--- config.mk ---
export PLATFORM = sky130hd
export DESIGN_NAME = hub75_scan_ctrl_flat
export DESIGN_NICKNAME = d
export VERILOG_FILES = /design/src/rtl/hub75_pkg.sv /design/src/rtl/hub75_scan_ctrl_if.sv /design/src/rtl/hub75_bcm_timer.sv /design/src/rtl/hub75_scan_ctrl.sv /design/src/flat_wrapper.sv
export SDC_FILE = /design/constraint.sdc
export NUM_CORES = 1
export LEC_CHECK = 0
export BUFFER_PORTS_ARGS = -buffer_cell sky130_fd_sc_hd__buf_2
export CAP_MARGIN = 10
export CORE_ASPECT_RATIO = 0.6
export CORE_MARGIN = 3
export CORE_UTILIZATION = 40
export DETAILED_ROUTE_END_ITERATION = 16
export HOLD_SLACK_MARGIN = 0.1
export RECOVER_POWER = 25
export SLEW_MARGIN = 40
export SYNTH_ARGS = -nofsm -noshare
export SYNTH_HDL_FRONTEND = slang
export SYNTH_SLANG_ARGS = --single-unit
--- constraint.sdc ---
create_clock -name clk -period 14.5 [get_ports clk]
set_input_delay 2.9 -clock clk [delete_from_list [all_inputs] [get_ports clk]]
set_output_delay 2.9 -clock clk [all_outputs]
set_load 0.05 [all_outputs]
--- src/rtl/hub75_pkg.sv ---
`default_nettype none
// ============================================================================
// Package  : hub75_pkg
// Brief    : Shared state encoding, width helpers and BCM brightness scaling
// Revision : 1.0 - initial release
// ============================================================================
package hub75_pkg;

    typedef enum logic [2:0] {
        ST_IDLE      = 3'd0,
        ST_SHIFT     = 3'd1,
        ST_LATCH     = 3'd2,
        ST_DISPLAY   = 3'd3,
        ST_FRAME_END = 3'd4,
        ST_SWAP      = 3'd5
    } state_t;

    function automatic int idx_w(input int n);
        return (n > 1) ? $clog2(n) : 1;
    endfunction

    function automatic int col_w(input int cols);
        return idx_w(cols);
    endfunction

    function automatic int row_w(input int rows);
        return idx_w(rows);
    endfunction

    function automatic int plane_w(input int bits);
        return idx_w(bits);
    endfunction

    // Wide enough to hold the longest window value itself, not just its last index.
    function automatic int delay_w(input int base, input int bits);
        return idx_w((base << (bits - 1)) + 1);
    endfunction

    function automatic int unsigned on_time(input int unsigned window, input logic [7:0] level);
        logic [39:0] prod;
        if (level == 8'd0) begin
            return 0;
        end
        prod = 40'(window) * (40'(level) + 40'd1);
        return 32'(prod >> 8);
    endfunction

endpackage
`default_nettype wire

--- src/rtl/hub75_scan_ctrl_if.sv ---
`default_nettype none
// ============================================================================
// Interface : hub75_scan_ctrl_if
// Brief     : Control inputs, frame-buffer read port and panel drive lines
// Revision  : 1.0 - initial release
// ============================================================================
interface hub75_scan_ctrl_if #(
    parameter int COLS      = 64,
    parameter int SCAN_ROWS = 32,
    parameter int BITS      = 8
);
    import hub75_pkg::*;

    localparam int c_cw = col_w(COLS);
    localparam int c_rw = row_w(SCAN_ROWS);
    localparam int c_pw = plane_w(BITS);

    logic            init;
    logic            frame_ready;
    logic [7:0]      brightness;
    logic            rd_en;
    logic [c_cw-1:0] rd_col;
    logic [c_rw-1:0] rd_row;
    logic [c_pw-1:0] rd_bit;
    logic            px_clk;
    logic            latch;
    logic            oe_n;
    logic [c_rw-1:0] row_addr;
    logic            buf_swap;
    logic            frame_done;
    logic            busy;

    modport master (
        input  init, frame_ready, brightness,
        output rd_en, rd_col, rd_row, rd_bit, px_clk, latch, oe_n, row_addr,
        output buf_swap, frame_done, busy
    );

    modport slave (
        output init, frame_ready, brightness,
        input  rd_en, rd_col, rd_row, rd_bit, px_clk, latch, oe_n, row_addr,
        input  buf_swap, frame_done, busy
    );

endinterface
`default_nettype wire

--- src/rtl/hub75_bcm_timer.sv ---
`default_nettype none
// ============================================================================
// Module   : hub75_bcm_timer
// Brief    : BCM display-window counter with brightness-scaled OE on-time
// Revision : 1.0 - initial release
// ============================================================================
module hub75_bcm_timer
    import hub75_pkg::*;
#(
    parameter int BITS       = 8,
    parameter int BASE_DELAY = 16
) (
    input  wire                        clk,
    input  wire                        rst,
    input  wire                        start,
    input  wire [plane_w(BITS)-1:0]    plane,
    input  wire [7:0]                  brightness,
    output logic                       win_done,
    output logic                       oe_on
);

    localparam int c_dw = delay_w(BASE_DELAY, BITS);

    logic [c_dw-1:0] r_cnt;
    logic            r_active;
    logic [c_dw-1:0] w_win;
    logic [c_dw-1:0] w_on;

    always_comb begin
        w_win    = c_dw'(BASE_DELAY << plane);
        w_on     = c_dw'(on_time(32'(w_win), brightness));
        win_done = r_active && (r_cnt == w_win - c_dw'(1));
        // Look-ahead: says whether the panel must be lit in the following cycle.
        if (start) begin
            oe_on = (w_on != '0);
        end else begin
            oe_on = r_active && !win_done && ((r_cnt + c_dw'(1)) < w_on);
        end
    end

    always_ff @(posedge clk) begin
        if (rst) begin
            r_cnt    <= '0;
            r_active <= 1'b0;
        end else if (start) begin
            r_cnt    <= '0;
            r_active <= 1'b1;
        end else if (r_active) begin
            if (win_done) begin
                r_active <= 1'b0;
            end else begin
                r_cnt <= r_cnt + c_dw'(1);
            end
        end
    end

endmodule
`default_nettype wire

--- src/rtl/hub75_scan_ctrl.sv ---
`default_nettype none
// ============================================================================
// Module   : hub75_scan_ctrl
// Brief    : HUB75 scan controller: BCM planes, global brightness, buffer swap
// Revision : 1.0 - initial release
// ============================================================================
module hub75_scan_ctrl
    import hub75_pkg::*;
#(
    parameter int COLS         = 64,
    parameter int SCAN_ROWS    = 32,
    parameter int BITS         = 8,
    parameter int BASE_DELAY   = 16,
    parameter int FRAME_REPEAT = 25
) (
    input  wire               clk,
    input  wire               rst,
    hub75_scan_ctrl_if.master bus
);

    localparam int c_cw = col_w(COLS);
    localparam int c_rw = row_w(SCAN_ROWS);
    localparam int c_pw = plane_w(BITS);
    localparam int c_fw = idx_w(FRAME_REPEAT);

    localparam logic [c_cw-1:0] c_col_last = c_cw'(COLS - 1);
    localparam logic [c_rw-1:0] c_row_last = c_rw'(SCAN_ROWS - 1);
    localparam logic [c_pw-1:0] c_pln_last = c_pw'(BITS - 1);
    localparam logic [c_fw-1:0] c_ref_last = c_fw'(FRAME_REPEAT - 1);

    state_t          r_state, w_state_n;
    logic [c_cw-1:0] r_col, w_col_n;
    logic            r_phase, w_phase_n;
    logic [c_rw-1:0] r_row, w_row_n;
    logic [c_pw-1:0] r_plane, w_plane_n;
    logic [c_fw-1:0] r_refresh, w_refresh_n;

    logic            r_rd_en, r_px_clk, r_latch, r_oe_n;
    logic            r_buf_swap, r_frame_done, r_busy;
    logic [c_rw-1:0] r_row_addr;

    logic            w_start, w_win_done, w_oe_on;

    assign w_start = (r_state == ST_LATCH);

    hub75_bcm_timer #(
        .BITS       (BITS),
        .BASE_DELAY (BASE_DELAY)
    ) u_timer (
        .clk        (clk),
        .rst        (rst),
        .start      (w_start),
        .plane      (r_plane),
        .brightness (bus.brightness),
        .win_done   (w_win_done),
        .oe_on      (w_oe_on)
    );

    always_comb begin
        w_state_n   = r_state;
        w_col_n     = r_col;
        w_phase_n   = r_phase;
        w_row_n     = r_row;
        w_plane_n   = r_plane;
        w_refresh_n = r_refresh;
        case (r_state)
            ST_IDLE: begin
                if (bus.init) begin
                    w_state_n = ST_SHIFT;
                    w_col_n   = '0;
                    w_phase_n = 1'b0;
                    w_row_n   = '0;
                    w_plane_n = '0;
                end
            end
            ST_SHIFT: begin
                w_phase_n = !r_phase;
                if (r_phase) begin
                    if (r_col == c_col_last) begin
                        w_col_n   = '0;
                        w_state_n = ST_LATCH;
                    end else begin
                        w_col_n = r_col + c_cw'(1);
                    end
                end
            end
            ST_LATCH: w_state_n = ST_DISPLAY;
            ST_DISPLAY: begin
                if (w_win_done) begin
                    w_state_n = ST_SHIFT;
                    if (r_plane != c_pln_last) begin
                        w_plane_n = r_plane + c_pw'(1);
                    end else if (r_row != c_row_last) begin
                        w_plane_n = '0;
                        w_row_n   = r_row + c_rw'(1);
                    end else begin
                        w_plane_n = '0;
                        w_row_n   = '0;
                        w_state_n = ST_FRAME_END;
                    end
                end
            end
            ST_FRAME_END: begin
                if (r_refresh != c_ref_last) begin
                    w_refresh_n = r_refresh + c_fw'(1);
                end
                if ((r_refresh == c_ref_last) && bus.frame_ready) begin
                    w_state_n = ST_SWAP;
                end else if (bus.init) begin
                    w_state_n = ST_SHIFT;
                end else begin
                    w_state_n = ST_IDLE;
                end
            end
            ST_SWAP: begin
                w_refresh_n = '0;
                w_state_n   = bus.init ? ST_SHIFT : ST_IDLE;
            end
            default: w_state_n = ST_IDLE;
        endcase
    end

    // Outputs are registered from the next state so they line up with r_state.
    always_ff @(posedge clk) begin
        if (rst) begin
            r_state      <= ST_IDLE;
            r_col        <= '0;
            r_phase      <= 1'b0;
            r_row        <= '0;
            r_plane      <= '0;
            r_refresh    <= '0;
            r_rd_en      <= 1'b0;
            r_px_clk     <= 1'b0;
            r_latch      <= 1'b0;
            r_oe_n       <= 1'b1;
            r_row_addr   <= '0;
            r_buf_swap   <= 1'b0;
            r_frame_done <= 1'b0;
            r_busy       <= 1'b0;
        end else begin
            r_state      <= w_state_n;
            r_col        <= w_col_n;
            r_phase      <= w_phase_n;
            r_row        <= w_row_n;
            r_plane      <= w_plane_n;
            r_refresh    <= w_refresh_n;
            r_rd_en      <= (w_state_n == ST_SHIFT) && !w_phase_n;
            r_px_clk     <= (w_state_n == ST_SHIFT) && w_phase_n;
            r_latch      <= (w_state_n == ST_LATCH);
            r_oe_n       <= !((w_state_n == ST_DISPLAY) && w_oe_on);
            r_buf_swap   <= (w_state_n == ST_SWAP);
            r_frame_done <= (w_state_n == ST_FRAME_END);
            r_busy       <= (w_state_n != ST_IDLE);
            // Row lines move only while blanked in the latch cycle to avoid ghosting.
            if (w_state_n == ST_LATCH) begin
                r_row_addr <= w_row_n;
            end
        end
    end

    assign bus.rd_en      = r_rd_en;
    assign bus.rd_col     = r_col;
    assign bus.rd_row     = r_row;
    assign bus.rd_bit     = r_plane;
    assign bus.px_clk     = r_px_clk;
    assign bus.latch      = r_latch;
    assign bus.oe_n       = r_oe_n;
    assign bus.row_addr   = r_row_addr;
    assign bus.buf_swap   = r_buf_swap;
    assign bus.frame_done = r_frame_done;
    assign bus.busy       = r_busy;

endmodule
`default_nettype wire
--- src/flat_wrapper.sv ---
// flat-port wrapper written by rule: the top's interface ports become plain ports
module hub75_scan_ctrl_flat import hub75_pkg::*;
#(
    parameter int COLS         = 64,
    parameter int SCAN_ROWS    = 32,
    parameter int BITS         = 8,
    parameter int BASE_DELAY   = 16,
    parameter int FRAME_REPEAT = 25
)
  (clk, rst, bus_init, bus_frame_ready, bus_brightness, bus_rd_en, bus_rd_col, bus_rd_row, bus_rd_bit, bus_px_clk, bus_latch, bus_oe_n, bus_row_addr, bus_buf_swap, bus_frame_done, bus_busy);
  hub75_scan_ctrl_if #(.COLS(COLS), .SCAN_ROWS(SCAN_ROWS), .BITS(BITS)) bus_i ();
  input  wire clk;
  input  wire rst;
  input wire logic [$bits(bus_i.init)-1:0] bus_init;
  input wire logic [$bits(bus_i.frame_ready)-1:0] bus_frame_ready;
  input wire logic [$bits(bus_i.brightness)-1:0] bus_brightness;
  output wire logic [$bits(bus_i.rd_en)-1:0] bus_rd_en;
  output wire logic [$bits(bus_i.rd_col)-1:0] bus_rd_col;
  output wire logic [$bits(bus_i.rd_row)-1:0] bus_rd_row;
  output wire logic [$bits(bus_i.rd_bit)-1:0] bus_rd_bit;
  output wire logic [$bits(bus_i.px_clk)-1:0] bus_px_clk;
  output wire logic [$bits(bus_i.latch)-1:0] bus_latch;
  output wire logic [$bits(bus_i.oe_n)-1:0] bus_oe_n;
  output wire logic [$bits(bus_i.row_addr)-1:0] bus_row_addr;
  output wire logic [$bits(bus_i.buf_swap)-1:0] bus_buf_swap;
  output wire logic [$bits(bus_i.frame_done)-1:0] bus_frame_done;
  output wire logic [$bits(bus_i.busy)-1:0] bus_busy;
  assign bus_i.init = bus_init;
  assign bus_i.frame_ready = bus_frame_ready;
  assign bus_i.brightness = bus_brightness;
  assign bus_rd_en = bus_i.rd_en;
  assign bus_rd_col = bus_i.rd_col;
  assign bus_rd_row = bus_i.rd_row;
  assign bus_rd_bit = bus_i.rd_bit;
  assign bus_px_clk = bus_i.px_clk;
  assign bus_latch = bus_i.latch;
  assign bus_oe_n = bus_i.oe_n;
  assign bus_row_addr = bus_i.row_addr;
  assign bus_buf_swap = bus_i.buf_swap;
  assign bus_frame_done = bus_i.frame_done;
  assign bus_busy = bus_i.busy;
  hub75_scan_ctrl #(.COLS(COLS), .SCAN_ROWS(SCAN_ROWS), .BITS(BITS), .BASE_DELAY(BASE_DELAY), .FRAME_REPEAT(FRAME_REPEAT)) u_core (.clk(clk), .rst(rst), .bus(bus_i));
endmodule
== Yosys cells after proc, flatten, opt, wreduce, memory -nomap -nowiden ==
Cells that the tools add are included.
Storage, ports and cells
  logic and storage cells: 102
  output and inout bits: 26
  input bits: 12
  register bits: 48
Cells by class
  bitwise operators: 1
  add/subtract/negate cells: 7
  reduce and logical (&&, ||, !) cells: 23
  eq/ne operators: 20
  $lt $le $gt $ge: 1
  shifts and indexed selects: 1
  $mul: 1
  muxes and demuxes: 32
Operator list (count)
  2-to-1 mux 3 bit: 10
  2-to-1 mux 5 bit: 5
  multiplier 12 x 9 -> 20 bit: 1
  one-hot mux 5 bit (2 select lines): 2
  2-to-1 mux 6 bit: 3
  one-hot mux 3 bit (6 select lines): 1
  adder 12 x 1 -> 12 bit, second input constant: 1
  equality test 12 bit: 1
  equality test 3 x 2 -> 1 bit, second input constant: 4
  equality test 3 bit, second input constant: 4
  less-than comparator 12 bit: 1
  2-to-1 mux 12 bit: 1
  one-hot mux 6 bit (2 select lines): 1
  nonzero test 12 bit: 1
  left shift 5 x 3 -> 12 bit, first input constant: 1
  subtractor 12 x 1 -> 12 bit, second input constant: 1
  adder 5 x 1 -> 5 bit, second input constant: 2
  inequality test 5 bit, second input constant: 2
  adder 8 x 1 -> 9 bit, second input constant: 1
  zero test 8 bit: 1
  logical AND 1 bit: 7
  2-to-1 mux 1 bit: 7
  adder 6 x 1 -> 6 bit, second input constant: 1
  equality test 3 x 1 -> 1 bit, second input constant: 2
  16 further kinds: 25

== Logic depth before layout (Yosys ltp) ==
  depth in word-level cells: 10
  depth in mapped cells: 28
  mapped depth without buffers: 27

== Modules after synthesis ==
A second synthesis with hierarchy kept.
Second synthesis, totals
  cell total of the unflattened synthesis: 683
  area total of the unflattened synthesis: 5460.2 um^2
Modules (own cells, without submodules)
  hub75_bcm_timer: cells an instance 482, seq. area each 260.2 um^2, area an instance 3753.6 um^2, instances 1
  hub75_scan_ctrl: cells an instance 201, seq. area each 700.7 um^2, area an instance 1706.6 um^2, instances 1

== Worst setup path after synthesis ==
OpenSTA, ideal clock, no wires.
  kind: input port to flip-flop
  start: in bus_brightness[0]
  end: reg u_core.r_oe_n, in the netlist u_core.bus.oe_n
  data arrival time: 8.271 ns
  library setup time: 0.143 ns
  path slack: 6.085 ns
  stages on the path: 24
  buffers on the path: 0
  cells stage by stage: ha_1 nand3_1 nor2_1 xor2_1 nand2_1 fa_1 fa_1 fa_1 fa_1 inv_1 ha_1 nor4_1 o21ai_0 a31oi_1 o21bai_1 xor2_1 nand2_1 ha_1 a21o_1 a21o_1 a21oi_1 o211ai_1 a221oi_1 o211ai_1
Between the ends
  word-level cells in the longest chain between the ends: 8
Ends and longest elaborated chain
  start: declaration: RTL line flat_wrapper.sv:16  | input wire logic [$bits(bus_i.brightness)-1:0] bus_brightness;
  adder 8 x 1 -> 9 bit / zero test 8 bit (equally long branches): RTL line hub75_pkg.sv:44, hub75_pkg.sv:41
  multiplier 12 x 9 -> 20 bit / 2-to-1 mux 1 bit (equally long branches): RTL line hub75_pkg.sv:44, hub75_pkg.sv:41
  2-to-1 mux 12 bit (*): RTL line hub75_pkg.sv:44  | prod = 40'(window) * (40'(level) + 40'd1);
  less-than comparator 12 bit: RTL line hub75_bcm_timer.sv:37  | oe_on = r_active && !win_done && ((r_cnt + c_dw'(1)) < w_on);
  logical AND 1 bit: RTL line hub75_bcm_timer.sv:37
  2-to-1 mux 1 bit (*): RTL line hub75_bcm_timer.sv:34  | if (start) begin
  logical AND 1 bit (*): RTL line hub75_scan_ctrl.sv:150  | r_oe_n <= !((w_state_n == ST_DISPLAY) && w_oe_on);
  zero test 1 bit (*): RTL line hub75_scan_ctrl.sv:150
  end signal: assignment: RTL line hub75_scan_ctrl.sv:150
  end: declaration: RTL line hub75_scan_ctrl.sv:38  | logic r_rd_en, r_px_clk, r_latch, r_oe_n;
Mark *: on every way between the ends. The rest lies on a longest branch, timed or not.
A chain may end at the register's enable or synchronous reset.

== Worst setup path after layout ==
Same ends and word-level chain as after synthesis.

==> impl_metrics.env <==
export IMPL_result_of_the_run="completed"
export IMPL_met2_wirelength_um=5300
export IMPL_netlist_instances=649
export IMPL_synth_yosys_seq_area_share=0.178
export IMPL_placeable_area_um2=13000
export IMPL_nFillCells=1301
export IMPL_async_flop_share=0
export IMPL_clk_pin_slew_worst_paths_ns=0.07
export IMPL_multiInputGateArea_um2=4090
export IMPL_final_min_period_over_clock_period=0.618
export IMPL_grt_overflow_total=0
export IMPL_crit_path_start_kind="primary input"
export IMPL_worst_skew_pair_late_latency_ns=0.30
export IMPL_synth_ff_latch_count=48
export IMPL_place_congestion=0.882
export IMPL_inserted_diodes=0
export IMPL_areaGrowthSynthToFinish_pct=8.23
export IMPL_nNetsFinal=783
export IMPL_worst_ep_required_time_ns=14.65
export IMPL_grtUsageTotal=0.192
export IMPL_number_of_antenna_violations_at_the_first_check_in_global_routing=0
export IMPL_hold_slack_ns=0.492
export IMPL_drt_total_wl_um=13900
export IMPL_hold_path_start="u_core.bus.rd_col[1]"
export IMPL_hold_path_end="u_core.bus.rd_col[1]"
export IMPL_synth_cell_types=67
export IMPL_dr_pass1_iters=6
export IMPL_wire_length_of_the_first_global_routing_pass_um=22600
export IMPL_die_h_um=96.0
export IMPL_worstRegToRegCells=21
export IMPL_layout_common_cells="sky130_fd_sc_hd__nand2_1, sky130_fd_sc_hd__nor2_1, sky130_fd_sc_hd__inv_1, sky130_fd_sc_hd__ha_1, sky130_fd_sc_hd__dfxtp_1"
export IMPL_hold_violations=0
export IMPL_max_capacitance_violation_count=0
export IMPL_drt_vias_per_instance=5.46
export IMPL_num_vias=4597
export IMPL_initial_utilization=0.415
export IMPL_cts_hold_buffers=0
export IMPL_number_of_drc_markers_after_the_initial_detailed_route_iteration=359
export IMPL_r2r_end="u_core.bus.oe_n"
export IMPL_worst_hold_path_type="register to register"
export IMPL_ant_nets=0
export IMPL_detail_route_wl_per_cell_um=16.5
export IMPL_fin_tns_setup_ns=0
export IMPL_post_cts_resize_count=0
export IMPL_worst_endpoint_arrival_ns=9.11
export IMPL_clock_tree_buffer_depth=2
export IMPL_post_cts_repair_setup_buffers=0
export IMPL_floorplan_die_area_um2=15000
export IMPL_power_static_leakage_nw=2.48
export IMPL_clock_tree_root_cell="sky130_fd_sc_hd__clkbuf_16"
export IMPL_syn_area_per_cell_um2=8.31
export IMPL_register_area_um2=961
export IMPL_min_delay_path_depth=2
export IMPL_dr_wl_met3_um=1150
export IMPL_total_clock_buffers_created_by_cts=5
export IMPL_yosys_warnings=0
export IMPL_finish_instance_area_um2=5840
export IMPL_slew_viol_final=0
export IMPL_criticalPathCategory="primary input to register"
export IMPL_rsz0062_at_grt="false"
export IMPL_tritoncts="built"
export IMPL_pwr_density_cell_nw_per_um2=52.4
export IMPL_slew_headroom=0.379
export IMPL_numPortBuffers=37
export IMPL_worst_slew_pin_transition_ns=0.932
export IMPL_final_core_utilization=0.449
export IMPL_floorplan_rows=32
export IMPL_die_wd_um=156
export IMPL_place_inst=834
export IMPL_pin_count_of_the_biggest_net_entering_global_routing=22
export IMPL_worst_path_max_fanout=6
export IMPL_top_routing_layer_in_use="met4"
export IMPL_timing_critical_path_to_type="register"
export IMPL_postPlaceCellArea_um2=5680
export IMPL_startpoint="bus_brightness[0]"
export IMPL_timing_reg2reg_setup_slack_ns=7.71
export IMPL_r2r_startpoint="u_core.bus.rd_bit[2]"
export IMPL_numClockSinks=48
export IMPL_mostFrequentLayoutCell="sky130_fd_sc_hd__nand2_1"
export IMPL_floorplan_io_pins=38
export IMPL_net_count_of_the_mapped_netlist=761
export IMPL_finalNonFillerCells=842
export IMPL_post_route_cells_drive_above_1_share=0.0744
export IMPL_first_global_vias=4419
export IMPL_power_ir_vdd_worst_mv=0.0481
export IMPL_post_synth_top_flop="sky130_fd_sc_hd__dfxtp_1"
export IMPL_synth_enable_flop_cells=0
export IMPL_cts_max_level=2
export IMPL_detail_route_wirelength_met1_um=7390
export IMPL_fmaxAchievable_mhz=112
export IMPL_syn_area_um2=5400
export IMPL_finalCriticalPeriod_ns=8.96
export IMPL_hpwl_reported_at_the_end_of_detailed_placement_um=11400
export IMPL_drcViolationCount=0
export IMPL_clock_skew_ns=0.00855
export IMPL_finalSetupViolations=0
critical path, cell delays in order:
cell,delay [ns]
sky130_fd_sc_hd__buf_2,0.14
sky130_fd_sc_hd__ha_1,0.20
sky130_fd_sc_hd__nand3_1,0.21
sky130_fd_sc_hd__nor2_1,0.31
sky130_fd_sc_hd__xor2_1,0.32
sky130_fd_sc_hd__nand2_1,0.11
sky130_fd_sc_hd__fa_1,0.49
sky130_fd_sc_hd__fa_1,0.53
sky130_fd_sc_hd__fa_1,0.52
sky130_fd_sc_hd__fa_1,0.54
sky130_fd_sc_hd__inv_1,0.04
sky130_fd_sc_hd__ha_1,0.23
sky130_fd_sc_hd__nor4_1,0.27
sky130_fd_sc_hd__o21ai_0,0.21
sky130_fd_sc_hd__a31oi_1,0.36
sky130_fd_sc_hd__o21bai_1,0.13
sky130_fd_sc_hd__xor2_1,0.21
sky130_fd_sc_hd__nand2_1,0.09
sky130_fd_sc_hd__ha_1,0.30
sky130_fd_sc_hd__a21o_1,0.16
sky130_fd_sc_hd__a21o_1,0.16
sky130_fd_sc_hd__a21oi_1,0.14
sky130_fd_sc_hd__o211ai_1,0.10
sky130_fd_sc_hd__a221oi_1,0.30
sky130_fd_sc_hd__o211ai_1,0.13
synthesized netlist by cell type (7+ instances only):
cell type	number	area [µm²]
sky130_fd_sc_hd__o21ai_0	21	105
sky130_fd_sc_hd__and3_1	8	50.1
sky130_fd_sc_hd__and2_1	14	87.6
sky130_fd_sc_hd__ha_1	58	726
sky130_fd_sc_hd__nor2_1	63	236
sky130_fd_sc_hd__nand2b_1	9	56.3
sky130_fd_sc_hd__nor3_1	9	45.0
sky130_fd_sc_hd__o211ai_1	10	75.1
sky130_fd_sc_hd__a21oi_1	25	125
sky130_fd_sc_hd__nor2b_1	7	43.8
sky130_fd_sc_hd__xor2_1	22	193
sky130_fd_sc_hd__nand2_1	84	315
sky130_fd_sc_hd__dfxtp_1	48	961
sky130_fd_sc_hd__xnor2_1	32	280
sky130_fd_sc_hd__clkbuf_1	13	48.8
sky130_fd_sc_hd__inv_1	63	236
sky130_fd_sc_hd__fa_1	42	841
sky130_fd_sc_hd__nand3_1	19	95.1
worst max-delay path by stage:
| stage | endpoint | slack [ns] | depth (start not counted) |
|---|---|---|---|
| 3_5_place_dp | u_core.bus.oe_n | 5.35 | 25 |
| 4_1_cts | u_core.bus.oe_n | 5.65 | 25 |
| 2_1_floorplan | u_core.bus.oe_n | 6.09 | 24 |
| 3_3_place_gp | u_core.bus.oe_n | 5.55 | 24 |
| 5_1_grt | u_core.bus.oe_n | 5.16 | 25 |
| 6_report | u_core.bus.oe_n | 5.54 | 25 |
flip-flops by register name, summed over array words and instances, names as in the netlist, 3 cells and up:
name	flops
u_core.bus.row_addr	5
u_core.r_refresh	5
u_core.bus.rd_bit	3
u_core.bus.rd_col	6
u_core.r_state	3
u_core.bus.rd_row	5
u_core.u_timer.r_cnt	12
layout make-up:
type	count	area share
multi-input combinational	516	0.700
sequential	48	0.165
inverter	63	0.0405
tap	170	0.0364
timing repair buffer	37	0.0296
clock buffer	5	0.0214
clock inverter	3	0.00793
power by group:
| part | leakage, nW | switching [W] | total (W) | internal (W) |
|---|---|---|---|---|
| Combinational | 2.01 | 0.0000254 | 0.0000357 | 0.0000103 |
| Clock | 0.0804 | 0.0000531 | 0.000135 | 0.0000820 |
| Sequential | 0.388 | 0.00000160 | 0.000135 | 0.000134 |
cell families (layout without fill, tap and decap cells):
kind of cell | count (synthesis) | after routing | share of synthesized area
AOI/OAI and AO/OA | 102 | 102 | 0.131
DFF | 48 | 48 | 0.178
adders and majority gates | 100 | 100 | 0.290
buffers and inverters | 85 | 108 | 0.0656
and+or+nand+nor | 253 | 253 | 0.234
xor gates and xnor gates | 54 | 54 | 0.0876
muxes | 7 | 7 | 0.0132
through the flow:
stage | power, W | worst slack (ns)
after global routing | 0.000319 | 5.16
after global placement | 0.000173 | 5.55
after detailed placement | 0.000173 | 5.35
after floorplan | 0.000162 | 6.09
final | 0.000306 | 5.54
after CTS | 0.000309 | 5.65
layer usage:
| layer | vias up | track usage |
|---|---|---|
| met1 | 2187 | 0.304 |
| met4 | 0 | 0.0309 |
| met3 | 6 | 0.0503 |
| met5 | - | 0 |
| li1 | 2235 | - |
| met2 | 169 | 0.259 |
Power figures use the tool's default switching activity.
